### src/rtl/winit_pkg.sv
// rtl/winit_pkg.sv - shared state encoding and PRNG range constants for rand_weight_init
package winit_pkg;

  typedef enum logic [1:0] {
    IDLE,
    FETCH,
    WRITE,
    DONE
  } state_t;

  localparam logic [31:0] RAND_MAX    = 32'h0100_0000;
  localparam logic [31:0] RAND_CENTER = 32'h0080_0000;

endpackage

### src/rtl/winit_scale.sv
// rtl/winit_scale.sv - combinational clamp/centre/shift/reduce of a PRNG word to a signed weight
// WINIT_SAT_EN selects saturation instead of two's-complement wrap on the final reduction.
module winit_scale
  import winit_pkg::*;
#(
  parameter int DATA_W      = 16,
  parameter int SCALE_SHIFT = 10
) (
  input  logic [31:0]       rand_in,
  output logic [DATA_W-1:0] weight
);

  // Wide enough for the centred value and for any requested weight width.
  localparam int SW = (DATA_W > 26) ? DATA_W : 26;

  logic [24:0]          r;
  logic signed [25:0]   c;
  logic signed [SW-1:0] s;

  assign r = (rand_in > RAND_MAX) ? RAND_MAX[24:0] : rand_in[24:0];
  assign c = $signed({1'b0, r}) - $signed({1'b0, RAND_CENTER[24:0]});
  assign s = SW'(c) >>> SCALE_SHIFT;

`ifdef WINIT_SAT_EN
  localparam logic signed [SW-1:0] W_MAX = {{(SW-DATA_W+1){1'b0}}, {(DATA_W-1){1'b1}}};
  localparam logic signed [SW-1:0] W_MIN = ~W_MAX;

  always_comb begin
    weight = DATA_W'(s);
    if (s > W_MAX) begin
      weight = DATA_W'(W_MAX);
    end else if (s < W_MIN) begin
      weight = DATA_W'(W_MIN);
    end
  end
`else
  assign weight = DATA_W'(s);
`endif

endmodule

### src/rtl/rand_weight_init.sv
// rtl/rand_weight_init.sv - fetches N_WEIGHTS PRNG words and writes centred, scaled weights to RAM
// Optional saturation of the weight is enabled by defining WINIT_SAT_EN (see winit_scale).
module rand_weight_init
  import winit_pkg::*;
#(
  parameter int N_WEIGHTS   = 64,
  parameter int ADDR_W      = 6,
  parameter int DATA_W      = 16,
  parameter int SCALE_SHIFT = 10
) (
  input  logic              clk,
  input  logic              rst,
  input  logic              start,
  input  logic [31:0]       rand_in,
  input  logic              rand_valid,
  output logic              rand_ready,
  output logic [ADDR_W-1:0] w_addr,
  output logic [DATA_W-1:0] w_data,
  output logic              w_we,
  output logic              busy,
  output logic              done
);

  state_t              state;
  state_t              state_next;
  logic [ADDR_W-1:0]   cnt;
  logic [DATA_W-1:0]   wdata;
  logic [DATA_W-1:0]   weight;
  logic                last;

  winit_scale #(
    .DATA_W      (DATA_W),
    .SCALE_SHIFT (SCALE_SHIFT)
  ) u_scale (
    .rand_in (rand_in),
    .weight  (weight)
  );

  assign last = (cnt == ADDR_W'(N_WEIGHTS - 1));

  always_ff @(posedge clk) begin
    if (rst) begin
      state <= IDLE;
    end else begin
      state <= state_next;
    end
  end

  always_comb begin
    state_next = state;
    rand_ready = 1'b0;
    w_we       = 1'b0;
    done       = 1'b0;
    busy       = 1'b1;
    case (state)
      IDLE: begin
        busy = 1'b0;
        if (start) state_next = FETCH;
      end
      FETCH: begin
        rand_ready = 1'b1;
        if (rand_valid) state_next = WRITE;
      end
      WRITE: begin
        w_we       = 1'b1;
        state_next = last ? DONE : FETCH;
      end
      DONE: begin
        done       = 1'b1;
        state_next = IDLE;
      end
      default: state_next = IDLE;
    endcase
  end

  // The weight is latched at the handshake so w_data stays put through the write cycle.
  always_ff @(posedge clk) begin
    if (rst) begin
      cnt   <= '0;
      wdata <= '0;
    end else begin
      if (state == IDLE && start) cnt <= '0;
      if (state == FETCH && rand_valid) wdata <= weight;
      if (state == WRITE && !last) cnt <= cnt + 1'b1;
    end
  end

  assign w_addr = cnt;
  assign w_data = wdata;

endmodule

### config.mk
export PLATFORM = sky130hd
export DESIGN_NAME = rand_weight_init
export DESIGN_NICKNAME = d
export VERILOG_FILES = /design/src/rtl/winit_pkg.sv /design/src/rtl/winit_scale.sv /design/src/rtl/rand_weight_init.sv
export SDC_FILE = /design/constraint.sdc
export NUM_CORES = 1
export LEC_CHECK = 0
export ABC_AREA = 0
export BUFFER_PORTS_ARGS = -buffer_cell sky130_fd_sc_hd__clkbuf_2
export CAP_MARGIN = 10
export CORE_MARGIN = 2
export CORE_UTILIZATION = 44
export DETAILED_ROUTE_END_ITERATION = 10
export GPL_ROUTABILITY_DRIVEN = 0
export GPL_TIMING_DRIVEN = 1
export MAX_ROUTING_LAYER = met4
export PLACE_DENSITY = 0.89
export SLEW_MARGIN = 0
export SYNTH_ARGS = -nofsm -noshare
export SYNTH_HDL_FRONTEND = slang
export SYNTH_SLANG_ARGS = --single-unit
### constraint.sdc
create_clock -name clk -period 2.05 [get_ports clk]
set_input_delay 0.3075 -clock clk [delete_from_list [all_inputs] [get_ports clk]]
set_output_delay 0.3075 -clock clk [all_outputs]
set_load 0.05 [all_outputs]
==> results of run 1 <==
==> logic make-up (layout without fill, tap and decap cells) <==
kind of cell             Yosys count  count (layout)  synth area share [%]
multiplexers                       1               1                 0.860
AO/OA/AOI/OAI                     40              40                  21.3
adder cells (fa/ha/maj)            2               2                  2.15
flip-flops                        24              24                  41.3
buffers and inverters             16              75                  5.38
AND/OR/NAND/NOR                   58              58                  29.0
==> worst min-delay path, stage by stage <==
cell and delay [ns]:
clkbuf_2 0.09, nand3_1 0.06, a21oi_1 0.06
==> flip-flops by register name, summed over array words and instances (netlist names) <==
signal,count
w_addr,6
state,2
w_data,16
==> power groups by stage <==
stage | Combinational (mW) | Clock, mW | Sequential, mW
CTS | 0.132 | 0.211 | 0.477
floorplan | 0.0657 | 0 | 0.497
detailed placement | 0.131 | 0 | 0.487
finish | 0.131 | 0.206 | 0.477
global route | 0.143 | 0.233 | 0.478
global placement | 0.130 | 0 | 0.487
==> Yosys cell counts <==
library cell  instances
ha_1                  2
buf_2                 2
and2_1                2
o21bai_1              2
o21ai_0               4
nand3b_1              1
nor4b_1               1
nand4_1               1
a311oi_1              2
a22oi_1               1
mux2i_1               1
nand3_1               7
or3_1                 1
nor2b_1               1
nor4_1                4
a211oi_1              1
or4_4                 1
or2_2                 1
nor2_2                1
a41oi_1               1
o31ai_1               8
and3_1                2
nand2b_1              2
dfxtp_1              24
a21oi_1              19
a41o_1                1
nor3_1                4
nor2_1               10
clkbuf_1              5
inv_1                 9
nor3_4                1
a31oi_1               1
nand4b_1              8
nand2_1              10
==> final timing paths <==
kind                from        end  slack, ns  depth (start not counted)
max             state[1]       w_we       0.34                          3
min          rand_in[12]  w_data[2]       0.24                          3
max reg2reg    w_addr[0]  w_addr[5]       0.45                          5
min reg2reg    w_data[2]  w_data[2]       0.46                          2
==> area by class of cell <==
class                           instances  area (sq um)  area share, %
Tap cell                               30          37.5           2.48
Timing Repair Buffer                   63           320           21.1
Multi-Input combinational cell        101           621           41.0
Clock buffer                            3          22.5           1.49
Inverter                                9          33.8           2.23
Sequential cell                        24           480           31.7
==> routing by layer <==
| layer | track usage, % | wire length (microns) | vias to the layer above |
|---|---|---|---|
| li1 | - | - | 639 |
| met1 | 22.3 | 1250 | 574 |
| met2 | 34.4 | 1440 | 56 |
| met3 | 7.26 | 269 | 2 |
| met4 | 4.53 | 22 | 0 |
| met5 | - | 0 | - |
==> run metrics, run 1 <==
outcome=complete, no violations; drt total wl=~3 mm; synthesized instance count=141; PortBufs=61; total global-route track usage=approximately 20%; Avg WL per Cell=12.9 microns; worst-case clock skew=0.0114 ns; Core Area=2500 sq um; slew at the pin closest to its max-slew limit=about 0.64 ns; Die Wd=55.4 microns; critical path class=reg -> out; CP peak stage delay=about 0.46 ns; FF+latch count, synth=24; dpl cells=227; crit path DAT=approximately 1.4 ns; fillers=247; CTS root buf=clkbuf_4; largest net degree at the start of global routing=33; Worst path top cell family by delay=flip-flops; Antenna Nets Post-Route=0; IO Pins=62; most common cell after layout, fill and taps aside=clkbuf_2; # clock sinks=24; Pleak=0.654 nW; vias per cell=5.53; Reg power frac=about three fifths; Final Cycle Share=83.4%; Rel. slew slack=57.7%; post-CTS setup buffer count=0; CP bufs+invs=2; Clk pwr share=25.3%; DIE AREA=roughly 3100 sq um; critical-path cell list=nand2b_1 > inv_1 > clkbuf_2; Nets=240; most frequent cells in the layout=clkbuf_2, dfxtp_1, a21oi_1; Die Y-Extent=55.4 microns; Final Slew Violations=0; htree depth=1; DP Wirelength=2.29 mm; Synth area leader=dfxtp_1; Hold Crit Class=in -> reg; CP max-delay cell=dfxtp_1; Post-Syn Area=between 1000 and 1500 sq um; fmax=585 MHz; top cell type's share of synthesized area=41.3%; sw frac=27.6%; area grow syn2layout=30.2%; Finished Cell Area=1520 sq um; cts bufs inserted=3; Remaining DRCs=0; Reg clk slew, reported paths=roughly 0.12 ns; TNS Setup=0 ns; share of layout cells above drive strength 1=35.0%; Syn Nets=179; total power=0.815 mW; # setup viols final=0; post-synth cell types=34; RSZ-0062 raised after global routing=false; Ys Warns=0; ant diodes=0; final core utilization=60.6%; cell-internal power=0.590 mW; Worst Hold Slack=0.245 ns; initial antenna violation count=0; Max rail drop VDD=522 uV; TritonRoute pass-1 iters=4; clk buf depth=2; row count=18; data required time of the worst path=1.74 ns; CTS resizes=0; GRT overflow=0; Switch Pwr=0.225 mW; CTS Hold Bufs=0; Worst setup SP type=flip-flop; top cells by area, synth=dfxtp_1, a21oi_1, nand4b_1, o31ai_1, nand2_1; initial detailed-routing violation count=23; Comb pwr share=16.1%; dpl cell area=1490 sq um; TritonCTS clock tree=yes; DR vias=roughly 1.3k; Avg Inst Size Synth=between 8 and 9 sq um; Clk Latency, worst-skew pair=0.31 ns; Fin. Hold Viols=0; worst setup margin=0.341 ns; first-pass GRT wire length=4.97 mm; PwrDens=538 nW/um^2; vias in the first global route=~1.2k; Initial Util=46.5%; worst-path maximum fanout=8; Worst setup EP type=output port; Max-Cap Viols=0; Final Non-Filler Cells=230; fin crit period=1.71 ns; part of the Yosys area used for sequential elements=41.3%; worst slack, placed=0.135 ns
(Power assumes the default switching activity.)
==> inputs of run 2 (changes only) <==
- CORE_UTILIZATION: 44 -> 39
- PLACE_DENSITY: 0.89 -> 0.84
- clock period: 2.05 -> 1.5 ns (I/O delays scaled with it)
==> run 2 against run 1 <==
The run now ends with DRC left. Global-route usage down 1.4 points. Die area up 12%. Design area up 9.2%. First-iteration DRC count rose to 3.1 times the previous value. Non-clock buffer count up 6. Critical path depth down 1. Combinational power up 50%. Cell count up 3.5%. Flip-flop and latch count unchanged. Clock skew about the same. Setup slack worse by 0.28 ns. Utilization down 1.6 points. Critical path type unchanged. Critical endpoint is now busy. Largest cell class unchanged.
==> run metrics, run 2 (synthesized netlist as in run 1, its figures left out) <==
outcome=complete, but fails checks; failing checks=DRC; Worst Hold Slack=0.142 ns (-0.103 ns); CTS Hold Bufs=0 (unchanged); CP max-delay cell=dfxtp_2; total power=1.18 mW (+45%); total global-route track usage=18.6% (-1.4 points); most frequent cells in the layout=clkbuf_2, dfxtp_1, a21oi_1; PwrDens=714 nW/um^2 (+33%); drt total wl=3.07 mm (+3.3%); Die Wd=58.6 microns (+5.8%); GR Util met2=30.0% (-4.3 points); Worst setup EP type=output port; critical path class=reg -> out; vias in the first global route=1161 (-0.68%); largest net degree at the start of global routing=33 (unchanged); initial detailed-routing violation count=72 (+210%); critical-path cell list=or2_2 > buf_2; GR Util met1=23.6% (+1.3 points); crit path DAT=1.21 ns (-0.19 ns); fmax=697 MHz; most crowded layer after global routing=met2; row count=19 (+1); Fin. Hold Viols=0 (unchanged); Max-Cap Viols=0 (unchanged); CP peak stage delay=0.40 ns (-0.06 ns); clk buf depth=2 (unchanged); area grow syn2layout=42.3%; worst-path maximum fanout=8 (unchanged); Max rail drop VDD=779 uV (+49%); CTS root buf=clkbuf_4; DP Wirelength=2.25 mm (-1.8%); GR Layer Usage met3=5.49% (-1.8 points); htree depth=1 (unchanged); Nets=246 (+2.5%); max reg flops=16 (unchanged); DIE AREA=3440 sq um (+12%); Hold Crit Class=in -> reg; first-pass GRT wire length=4.94 mm (-0.56%); Die Y-Extent=58.6 microns (+5.8%); vias per cell=5.53 (about the same); Worst setup SP type=flip-flop; worst-case clock skew=0.0111 ns (-0.000282 ns); Clk Latency, worst-skew pair=0.32 ns (about the same); Core Area=2810 sq um (+12%); Remaining DRCs=7 (+7); most common cell after layout, fill and taps aside=clkbuf_2; Avg WL per Cell=12.9 microns (-0.14%); Pleak=0.701 nW (+7.1%); post-CTS setup buffer count=0 (unchanged); fillers=248 (+0.40%); IO Pins=62 (unchanged); data required time of the worst path=1.27 ns (-0.47 ns); initial antenna violation count=0 (unchanged); cts bufs inserted=3 (unchanged); Final Slew Violations=0 (unchanged); # clock sinks=24 (unchanged); DR vias=1316 (+3.5%); CP bufs+invs=1 (-1); ant diodes=0 (unchanged); Reg clk slew, reported paths=0.13 ns (about the same); PortBufs=61 (unchanged); slew at the pin closest to its max-slew limit=0.650 ns (+0.0152 ns); TritonCTS clock tree=yes; fin crit period=approximately 1.4 ns; Worst path top cell family by delay=flip-flops; Antenna Nets Post-Route=0 (unchanged); TritonRoute pass-1 iters=7 (+3); share of layout cells above drive strength 1=43.5% (+8.5 points); # setup viols final=0 (unchanged); Final Cycle Share=95.7%; GRT overflow=0 (unchanged); Rel. slew slack=56.6% (-1.0 points); Initial Util=41.5% (-5.1 points)
[run 2: changes by cell type in the layout (fill, tap and decap cells not counted), moves of 2 or more]
cell and change:
clkbuf_8 +2, dfxtp_4 +2, a21oi_2 +2, dfxtp_1 -5
and3_1 -2, and3_4 +2, clkbuf_2 -2, dfxtp_2 +3
a21oi_1 -2, buf_4 +5
[run 2: power by group]
group / switching [mW] / total (mW) / internal, mW
clock: 0.187 / 0.335 / 0.148
sequential: 0.00783 / 0.649 / 0.642
combinational: 0.116 / 0.197 / 0.0813
[run 2: what timing repair did]
item / in CTS / in global routing
endpoints found under the setup margin: 1 / 7
pin swaps: 0 / 4
resized for setup: 4 / 10
[run 2: worst reg2reg max path, cell delays in order, from the launching register on]
cell,delay [ns]
dfxtp_4,0.38
ha_1,0.18
and3_4,0.24
a31oi_4,0.11
buf_4,0.16
a22oi_1,0.19
nor2_1,0.05
[run 2: worst paths after layout]
path	from	endpoint	slack, ns	cells after the start
hold / removal	rand_in[23]	w_data[13]	0.14	2
setup reg to reg	w_addr[1]	w_addr[1]	0.07	6
hold reg to reg	w_data[4]	w_data[4]	0.46	2
setup / recovery	state[1]	busy	0.07	2
[run 2: area by class of cell]
cell class	count	area [sq um]	area share (%)
tap	31	38.8	2.34
sequential	24	492	29.7
timing repair buffer	69	387	23.4
multi-input combinational	101	668	40.4
clock buffer	4	36.3	2.19
inverter	9	33.8	2.04
[run 2: per-stage QoR]
stage	setup WS, ns	utilization [%]	setup TNS, ns	cell area [sq um]	cells
final	0.0651	59.0	0	1660	238
after global routing	-0.00922	59.0	-0.00922	1660	238
after CTS	0.00629	57.9	0	1620	238
after detailed placement	-0.199	56.2	-0.278	1580	234
after global placement	-0.142	56.2	-0.173	1580	234
after floorplan	-0.0850	-	-0.0850	1190	141
[run 2: layer usage]
metal / part of all wire [%] / wire, microns / vias to the layer above
met5: 0 / 0 / -
met4: 0.33 / 10 / 0
met3: 9.6 / 294 / 2
met2: 47 / 1450 / 64
met1: 43 / 1320 / 596
li1: - / - / 654
